<file path="config.mk">
export PLATFORM = sky130hd
export DESIGN_NAME = contador_seq
export DESIGN_NICKNAME = d
export VERILOG_FILES = /design/src/rtl/contador_seq.sv
export SDC_FILE = /design/constraint.sdc
export NUM_CORES = 1
export LEC_CHECK = 0
export ABC_CLOCK_PERIOD_IN_PS = 2000
export CORE_ASPECT_RATIO = 0.9
export CORE_MARGIN = 2
export CORE_UTILIZATION = 35
export DETAILED_ROUTE_END_ITERATION = 8
export PLACE_DENSITY = 0.74
export SYNTH_ARGS = -nofsm -noshare
export SYNTH_HDL_FRONTEND = slang
export SYNTH_SLANG_ARGS = --single-unit
</file>
<file path="constraint.sdc">
create_clock -name clk -period 2 [get_ports clk]
set_input_delay 0.4 -clock clk [delete_from_list [all_inputs] [get_ports clk]]
set_output_delay 0.4 -clock clk [all_outputs]
set_load 0.005 [all_outputs]
</file>
<file path="src/rtl/contador_seq.sv">
// rtl/contador_seq.sv - sweep sequencer driving one contador up/down counter
module contador_seq #(
  parameter int WIDTH = 4,
  parameter int REP_W = 4
) (
  input  logic             clk,
  input  logic             reset,
  input  logic             start,
  input  logic [WIDTH-1:0] start_val,
  input  logic [WIDTH-1:0] top,
  input  logic [WIDTH-1:0] bottom,
  input  logic [REP_W-1:0] reps,
  input  logic             abort,
  input  logic [WIDTH-1:0] cont,
  output logic             enable,
  output logic             updown,
  output logic             load,
  output logic             a,
  output logic             b,
  output logic             c,
  output logic             d,
  output logic             busy,
  output logic             done,
  output logic             err,
  output logic [REP_W-1:0] pass_cnt
);

  typedef enum logic [2:0] {
    S_IDLE,
    S_LOAD,
    S_SETTLE,
    S_UP,
    S_DOWN,
    S_DONE
  } state_t;

  state_t           state;
  state_t           state_n;

  // Run configuration, captured once at start so the host may change its
  // inputs while a run is in progress.
  logic [WIDTH-1:0] top_q;
  logic [WIDTH-1:0] bottom_q;
  logic [REP_W-1:0] reps_q;
  logic [WIDTH-1:0] data_q;

  logic             cfg_ok;
  logic             accept;
  logic             at_top;
  logic             at_bottom;
  logic [REP_W-1:0] pass_inc;
  logic             last_pass;
  logic             pass_hit;

  assign cfg_ok    = (bottom < top) && (bottom <= start_val) &&
                     (start_val <= top) && (reps != '0);
  assign accept    = (state == S_IDLE) && start && cfg_ok;
  assign at_top    = (cont == top_q);
  assign at_bottom = (cont == bottom_q);

  // Saturating increment; the counter can never actually pass reps_q.
  assign pass_inc  = (pass_cnt == '1) ? pass_cnt : pass_cnt + REP_W'(1);
  assign last_pass = (pass_inc == reps_q);

  // Abort outranks the pass completion seen in the same cycle.
  assign pass_hit  = (state == S_DOWN) && !abort && at_bottom;

  // Load data lines: a is the MSB, d the LSB.
  assign {a, b, c, d} = data_q[WIDTH-1 -: 4];

  // State register.
  always_ff @(posedge clk) begin
    if (!reset) begin
      state <= S_IDLE;
    end else begin
      state <= state_n;
    end
  end

  // Next state plus state/cont-decoded counter controls and status.
  always_comb begin
    state_n = state;
    enable  = 1'b0;
    updown  = 1'b1;
    load    = 1'b0;
    busy    = 1'b0;
    done    = 1'b0;
    case (state)
      S_IDLE: begin
        if (accept) begin
          state_n = S_LOAD;
        end
      end
      S_LOAD: begin
        busy = 1'b1;
        if (abort) begin
          state_n = S_IDLE;
        end else begin
          load    = 1'b1;
          state_n = S_SETTLE;
        end
      end
      S_SETTLE: begin
        busy    = 1'b1;
        state_n = abort ? S_IDLE : S_UP;
      end
      S_UP: begin
        busy = 1'b1;
        if (abort) begin
          state_n = S_IDLE;
        end else begin
          enable = 1'b1;
          if (at_top) begin
            // Turn around on the top value itself, no dwell cycle.
            updown  = 1'b0;
            state_n = S_DOWN;
          end
        end
      end
      S_DOWN: begin
        busy = 1'b1;
        if (abort) begin
          state_n = S_IDLE;
        end else if (!at_bottom) begin
          enable = 1'b1;
          updown = 1'b0;
        end else if (last_pass) begin
          // Final pass: leave the counter parked on bottom.
          updown  = 1'b0;
          state_n = S_DONE;
        end else begin
          enable  = 1'b1;
          state_n = S_UP;
        end
      end
      S_DONE: begin
        done    = 1'b1;
        state_n = S_IDLE;
      end
      default: begin
        state_n = S_IDLE;
      end
    endcase
  end

  // Config latch, load data, pass counter and the reject pulse.
  always_ff @(posedge clk) begin
    if (!reset) begin
      top_q    <= '0;
      bottom_q <= '0;
      reps_q   <= '0;
      data_q   <= '0;
      pass_cnt <= '0;
      err      <= 1'b0;
    end else begin
      err <= (state == S_IDLE) && start && !cfg_ok;
      if (accept) begin
        top_q    <= top;
        bottom_q <= bottom;
        reps_q   <= reps;
        data_q   <= start_val;
        pass_cnt <= '0;
      end else if (pass_hit) begin
        pass_cnt <= pass_inc;
      end
    end
  end

endmodule

</file>
==> results of run 1 <==
path summary, 6_finish.rpt:
kind,from,to,slack (ps),depth (start not counted)
setup / recovery,pass_cnt[0]$_SDFFE_PP0P_,enable,-380,7
hold / removal,data_q[3]$_SDFFE_PN0P_,data_q[3]$_SDFFE_PN0P_,460,2
setup reg to reg,pass_cnt[0]$_SDFFE_PP0P_,state[2]$_SDFFE_PN0P_,90,7
hold reg to reg,data_q[3]$_SDFFE_PN0P_,data_q[3]$_SDFFE_PN0P_,460,2
timing repair:
action / in CTS / in global routing
pin swaps: 10 / 5
cloned: 0 / 0
endpoints found under the setup margin: 24 / 22
setup buffers: 6 / 0
hold endpoints to repair: 0 / 0
gates resized for setup: 47 / 4
power by group:
part | switching [W] | total, W | leakage, nW | internal [W]
sequential | 0.0000184 | 0.000518 | 0.195 | 0.000500
clock | 0.000167 | 0.000343 | 0.0288 | 0.000176
combinational | 0.000149 | 0.000332 | 0.831 | 0.000182
total | 0.000334 | 0.00119 | 1.06 | 0.000858
registers in the layout, indices dropped and copies added, names as in the netlist:
signal / count
top_q: 4
bottom_q: 4
err: 1
data_q: 4
state: 3
reps_q: 4
pass_cnt: 4
area by class of cell:
cell class | instances | area, µm² | area share, %
clock buffer | 4 | 55.05 | 2.196
inverter | 10 | 37.54 | 1.497
multi-input combinational | 145 | 1161 | 46.31
sequential | 24 | 483.0 | 19.26
tap | 62 | 77.57 | 3.094
timing repair buffer | 80 | 693.2 | 27.64
cell usage after synthesis, types with 2 or more instances:
master    instances
nand2b_1          2
inv_1            10
a21oi_1           6
dfxtp_1          24
ha_1             12
xnor2_1           8
and4_1            2
nand2_1          36
a211oi_1          2
nor3_1            4
o21ai_0           3
clkbuf_1          4
nand3_1           8
nor2_1            9
mux2i_1          20
buf_2             2
xor2_1            6
nor3b_1           3
a31oi_1           2
nor4b_1           2
layer usage:
metal / vias to the layer above / part of all wire (%)
met4: 0 / 0.45
met1: 705 / 48
met3: 2 / 4.5
li1: 807 / -
met5: - / 0
met2: 34 / 47
through the flow:
step	util, %	hold slack [ps]
finish	56.95	463.1
global route	56.95	480.5
CTS	56.69	466.4
detailed placement	51.92	447.7
global placement	51.92	448.5
floorplan	-	446.3
cell families (layout without fill, tap and decap cells):
logic type / Yosys count / in the layout / synth area share [%]
buffers and inverters: 18 / 94 / 5.126
DFF: 24 / 24 / 30.28
adders and majority gates: 12 / 12 / 9.463
xor gates and xnor gates: 14 / 14 / 7.729
muxes: 20 / 20 / 12.62
AOI/OAI and AO/OA: 22 / 22 / 9.464
and+or+nand+nor: 77 / 77 / 25.32
worst max-delay path: cells and delay by family (launching register included):
kind | cells | cell delay [ps]
compound gates | 2 | 470
buf+inv | 3 | 380
simple gates | 1 | 370
flops | 1 | 350
xor+xnor | 1 | 140
==> key figures, run 1 <==
Setup path
  – Critical path peak fanout: 2
  – Crit path required time: 1600 ps
  – Arrival time at the worst endpoint: 1980 ps
  – Startpoint Class: flip-flop
  – Worst Setup End Kind: primary output
  – Worst-path cell chain: buf_6, xor2_2, or3_1, a211o_1, buf_6, a2bb2oi_2, buf_2
  – Crit-path slowest cell: or3_1
  – Most common cell on crit path: buf_6
  – Max incr delay on CP: 370 ps
  – Crit Path Class: reg -> out

Clock tree
  – Clock tree from TritonCTS: yes
  – Inserted Clock Buffers: 3
  – Root Driver: clkbuf_8
  – Hold buffer count at CTS: 0
  – Num Clock Sinks: 24
  – Clk Latency, worst-skew pair: 270 ps
  – Max Root-Sink Buffers: 2
  – Clock transition at the registers of the reported paths: 90 ps
  – H-tree levels: 1

Layout
  – Final Cell Area: 2507 µm²
  – Most frequent cells in the layout: buf_4, nand2_1, dfxtp_1
  – Final non-filler cell total: 325
  – Nets@finish: 300
  – Syn-to-layout area delta: 58.04%
  – Share of cells above drive strength 1: 27.38%
  – N_diodes: 0
  – Fill cell count: 400
  – Commonest non-fill, non-tap cell in the layout: buf_4

Global routing
  – Initial antenna violation count: 0
  – First-pass GRT wire length: 6.782 mm
  – Grt met3 use: 3.682%
  – Global-route layer with the greatest usage: met2
  – Grt met1 use: 22.10%
  – GRT met2 Usage: 30.48%
  – Number of global-route vias before repair: 1480
  – Final global-route overflow total: 0
  – Global-route usage over all layers: 17.30%
  – Largest net degree at the start of global routing: 30

STA
  – Endpoints failing setup: 2
  – Pins Over Slew Limit: 0
  – Setup TNS: -706.7 ps
  – Final Skew: 4.434 ps
  – Minimum clock period: 2382 ps
  – Worst-Margin Slew: 445.5 ps
  – RSZ-0062 raised after global routing: yes
  – Period Utilization, post-route: 119.1%
  – F_max: 419.8 MHz
  – Worst setup margin: -382.3 ps
  – Final hold vios: 0
  – Slew HR: 70.07%

Floorplan
  – Count of boundary I/O pins: 38
  – Die boundary height: 67.87 µm
  – Starting density of the core: 36.03%
  – Die area: 5088 µm²
  – Core box area: 4403 µm²
  – Width of the die: 74.97 µm
  – Core Rows: 23

Synthesis
  – #FFs+latches synth: 24
  – Gate Count Post-Synth: 187
  – YS warnings: 0
  – Main synth FF type: dfxtp_1
  – Netlist cell types: 42
  – Post-synth top area share: 30.28%
  – Post-synth ARST share: 0%
  – Sequential-to-total area share from yosys stat: 30.28%
  – Synth Cell Area: 1587 µm²
  – Post-synth EDFFs: 0
  – Area leader, netlist: dfxtp_1
  – Syn_nets: 223
  – Avg Cell Area, Syn: 8.484 µm²
  – Synth top area cells: dfxtp_1, mux2i_1, ha_1, nand2_1, xnor2_1

Drt
  – Total number of vias: 1548
  – Post-route ant nets: 0
  – Wire per inst: 12.40 µm
  – Initial DRC count: 35
  – Vias per cell: 4.763
  – Drt total wl: 4.029 mm
  – 1st-pass router iterations: 4
  – DRC: 0

Power and ir drop
  – Max VDD drop: 358.7 µV
  – Cell leakage power: 1.056 nW
  – Power Total: 0.001192 W
  – Power density of the placed cells: 475.6 nW/µm²

Placed design
  – Port-buffer cells: 37
  – RD Place Congestion: 0.7986
  – Dpl cell area: 2286 µm²
  – Worst slack, placed: -645.5 ps
  – Hpwl dp: 3.035 mm
  – Placed cell count: 315

Status
  – Failing checks: setup timing
  – Status: finished with violations

Worst hold path
  – Min-Delay Path Class: reg -> reg

Run
  – Max-Cap Viols: 0
Power figures use the tool's default switching activity.
==> inputs of run 2 (changes only) <==
Settings changed: CAP_MARGIN set to 25, CORE_ASPECT_RATIO 0.9 to not set, CTS_CLUSTER_SIZE set to 8.
==> run 2 against run 1 <==
  * The run still ends with setup timing left
  * Cell count shrank 0.31%
  * Flip-flop and latch count stayed put
  * Critical path depth unchanged
  * First-iteration DRC count up 31%
  * Sequential power hardly changed
  * Routed wire length increased by 7.7%
  * Total power rose by 14%
  * Largest cell class unchanged
  * Critical endpoint unchanged
  * Worst setup slack worse by 30 ps
  * Clock power up 31%
  * Clock skew shrank 2.5 ps
==> key figures, run 2 (synthesized netlist as in run 1, its figures left out) <==
Setup path
  – Crit path required time: 1600 ps (about the same)
  – R2R Path End: state[2]$_SDFFE_PN0P_ (unchanged)
  – Arrival time at the worst endpoint: 2010 ps (was 1980 ps)
  – Reg2Reg Launch Point: pass_cnt[0]$_SDFFE_PP0P_ (unchanged)
  – Startpoint Class: flip-flop (unchanged)
  – Critical path peak fanout: 4 (was 2)
  – Crit Path Class: reg -> out (unchanged)
  – Worst Setup End Kind: primary output (unchanged)
  – R2r setup slk: 80 ps (was 90 ps)
  – Worst Reg-to-Reg Cells: 7 (unchanged)

Clock tree
  – Num Clock Sinks: 24 (unchanged)
  – H-tree levels: 1 (unchanged)
  – Root Driver: clkbuf_8 (unchanged)
  – Clock tree from TritonCTS: yes (unchanged)
  – Hold buffer count at CTS: 0 (unchanged)
  – Clk Latency, worst-skew pair: 280 ps (was 270 ps)
  – Inserted Clock Buffers: 3 (unchanged)
  – Max Root-Sink Buffers: 2 (unchanged)
  – Clock transition at the registers of the reported paths: 90 ps (about the same)

STA
  – Pins Over Slew Limit: 0 (unchanged)
  – Slew HR: 73.37% (was 70.07%)
  – Final Skew: 1.978 ps (was 4.434 ps)
  – RSZ-0062 raised after global routing: yes (unchanged)
  – Period Utilization, post-route: 120.6% (was 119.1%)
  – Worst-Margin Slew: 396.4 ps (was 445.5 ps)
  – F_max: 414.5 MHz (was 419.8 MHz)
  – Minimum clock period: 2413 ps (was 2382 ps)
  – Worst setup margin: -412.8 ps (was -382.3 ps)
  – Final hold vios: 0 (unchanged)
  – Setup TNS: -825.3 ps (was -706.7 ps)
  – Endpoints failing setup: 2 (unchanged)

Floorplan
  – Starting density of the core: 36.44% (was 36.03%)
  – Core box area: 4354 µm² (was 4403 µm²)
  – Die area: 5087 µm² (was 5088 µm²)
  – Core Rows: 24 (was 23)
  – Count of boundary I/O pins: 38 (unchanged)
  – Die boundary height: 71.33 µm (was 67.87 µm)
  – Width of the die: 71.33 µm (was 74.97 µm)

Placed design
  – RD Place Congestion: 0.7701 (was 0.7986)
  – Worst slack, placed: -587.6 ps (was -645.5 ps)
  – Port-buffer cells: 37 (unchanged)
  – Hpwl dp: 2.988 mm (was 3.035 mm)

Drt
  – DRC: 0 (unchanged)
  – Vias per cell: 4.969 (was 4.763)
  – Total number of vias: 1610 (was 1548)
  – 1st-pass router iterations: 4 (unchanged)
  – Post-route ant nets: 0 (unchanged)
  – Drt total wl: 4.341 mm (was 4.029 mm)
  – Wire per inst: 13.40 µm (was 12.40 µm)
  – Initial DRC count: 46 (was 35)

Global routing
  – Final global-route overflow total: 0 (unchanged)
  – First-pass GRT wire length: 7.238 mm (was 6.782 mm)
  – Number of global-route vias before repair: 1587 (was 1480)
  – Initial antenna violation count: 0 (unchanged)
  – Largest net degree at the start of global routing: 35 (was 30)
  – Global-route usage over all layers: 17.87% (was 17.30%)

Status
  – Failing checks: setup timing (unchanged)
  – Status: finished with violations (unchanged)

Worst hold path
  – WHS Path Cells: 3 (was 2)
  – Min-Delay Path Class: in -> reg (was reg -> reg)
  – Hold_sp: top[2] (was data_q[3]$_SDFFE_PN0P_)
  – Hold path endpoint: top_q[2]$_SDFFE_PN0P_ (was data_q[3]$_SDFFE_PN0P_)

Power and ir drop
  – Power Total: 0.001361 W (was 0.001192 W)
  – Max VDD drop: 384.3 µV (was 358.7 µV)
  – Power density of the placed cells: 507.2 nW/µm² (was 475.6 nW/µm²)
  – Cell leakage power: 1.195 nW (was 1.056 nW)

Layout
  – N_diodes: 0 (unchanged)
  – Syn-to-layout area delta: 69.16% (was 58.04%)
  – Share of cells above drive strength 1: 33.82% (was 27.38%)
  – Most frequent cells in the layout: buf_4, nand2_1, dfxtp_1 (unchanged)
  – Nets@finish: 309 (was 300)
  – Commonest non-fill, non-tap cell in the layout: buf_4 (unchanged)

Run
  – Max-Cap Viols: 0 (unchanged)
run 2: critical path, stage by stage, from the launching register on:
cell	delay, ps
dfxtp_2	350
buf_4	150
xor2_1	170
or3_1	310
a211o_1	350
buf_4	150
a2bb2oi_1	130
buf_2	120
run 2: worst max-delay path by stage:
stage / end / from
global route: enable / pass_cnt[0]$_SDFFE_PP0P_
detailed placement: updown / cont[1]
floorplan: updown / pass_cnt[0]$_SDFFE_PP0P_
CTS: enable / pass_cnt[1]$_SDFFE_PP0P_
global placement: updown / cont[1]
finish: enable / pass_cnt[0]$_SDFFE_PP0P_
run 2: area by class of cell:
| type | count | area (µm²) |
|---|---|---|
| fill | 352 | 1670 |
| multi-input combinational | 145 | 1199 |
| timing repair buffer | 89 | 827.0 |
| sequential | 24 | 484.2 |
| tap | 52 | 65.06 |
| clock buffer | 3 | 41.29 |
| inverter | 10 | 37.54 |
| clock inverter | 1 | 30.03 |
run 2: per-layer routing:
layer | share of wire (%) | up-vias | GRT usage (%)
met2 | 48 | 38 | 30.56
met4 | 2.3 | 0 | 6.499
met1 | 46 | 740 | 22.80
li1 | - | 825 | -
met5 | 0 | - | 0
met3 | 3.9 | 7 | 2.672
run 2: power by group:
| group | switching [W] | total, W | internal [W] |
|---|---|---|---|
| clock | 0.000183 | 0.000451 | 0.000269 |
| sequential | 0.0000194 | 0.000519 | 0.000500 |
| combinational | 0.000162 | 0.000391 | 0.000229 |
| total | 0.000364 | 0.00136 | 0.000997 |
run 2: through the flow:
| stage | hold slack (ps) | util (%) | cells | area [µm²] |
|---|---|---|---|---|
| CTS | 467.3 | 59.48 | 321 | 2590 |
| finish | 376.8 | 61.64 | 324 | 2684 |
| global placement | 446.8 | 53.30 | 308 | 2321 |
| floorplan | 446.3 | - | 187 | 1599 |
| global route | 423.8 | 61.64 | 324 | 2684 |
| detailed placement | 445.4 | 53.30 | 308 | 2321 |
run 2: repair_timing:
action / 4_1_cts / 5_1_grt
gates resized for setup: 46 / 27
cloned: 2 / 0
pin swaps: 7 / 12
setup endpoints to repair: 25 / 23
setup buffers: 7 / 3
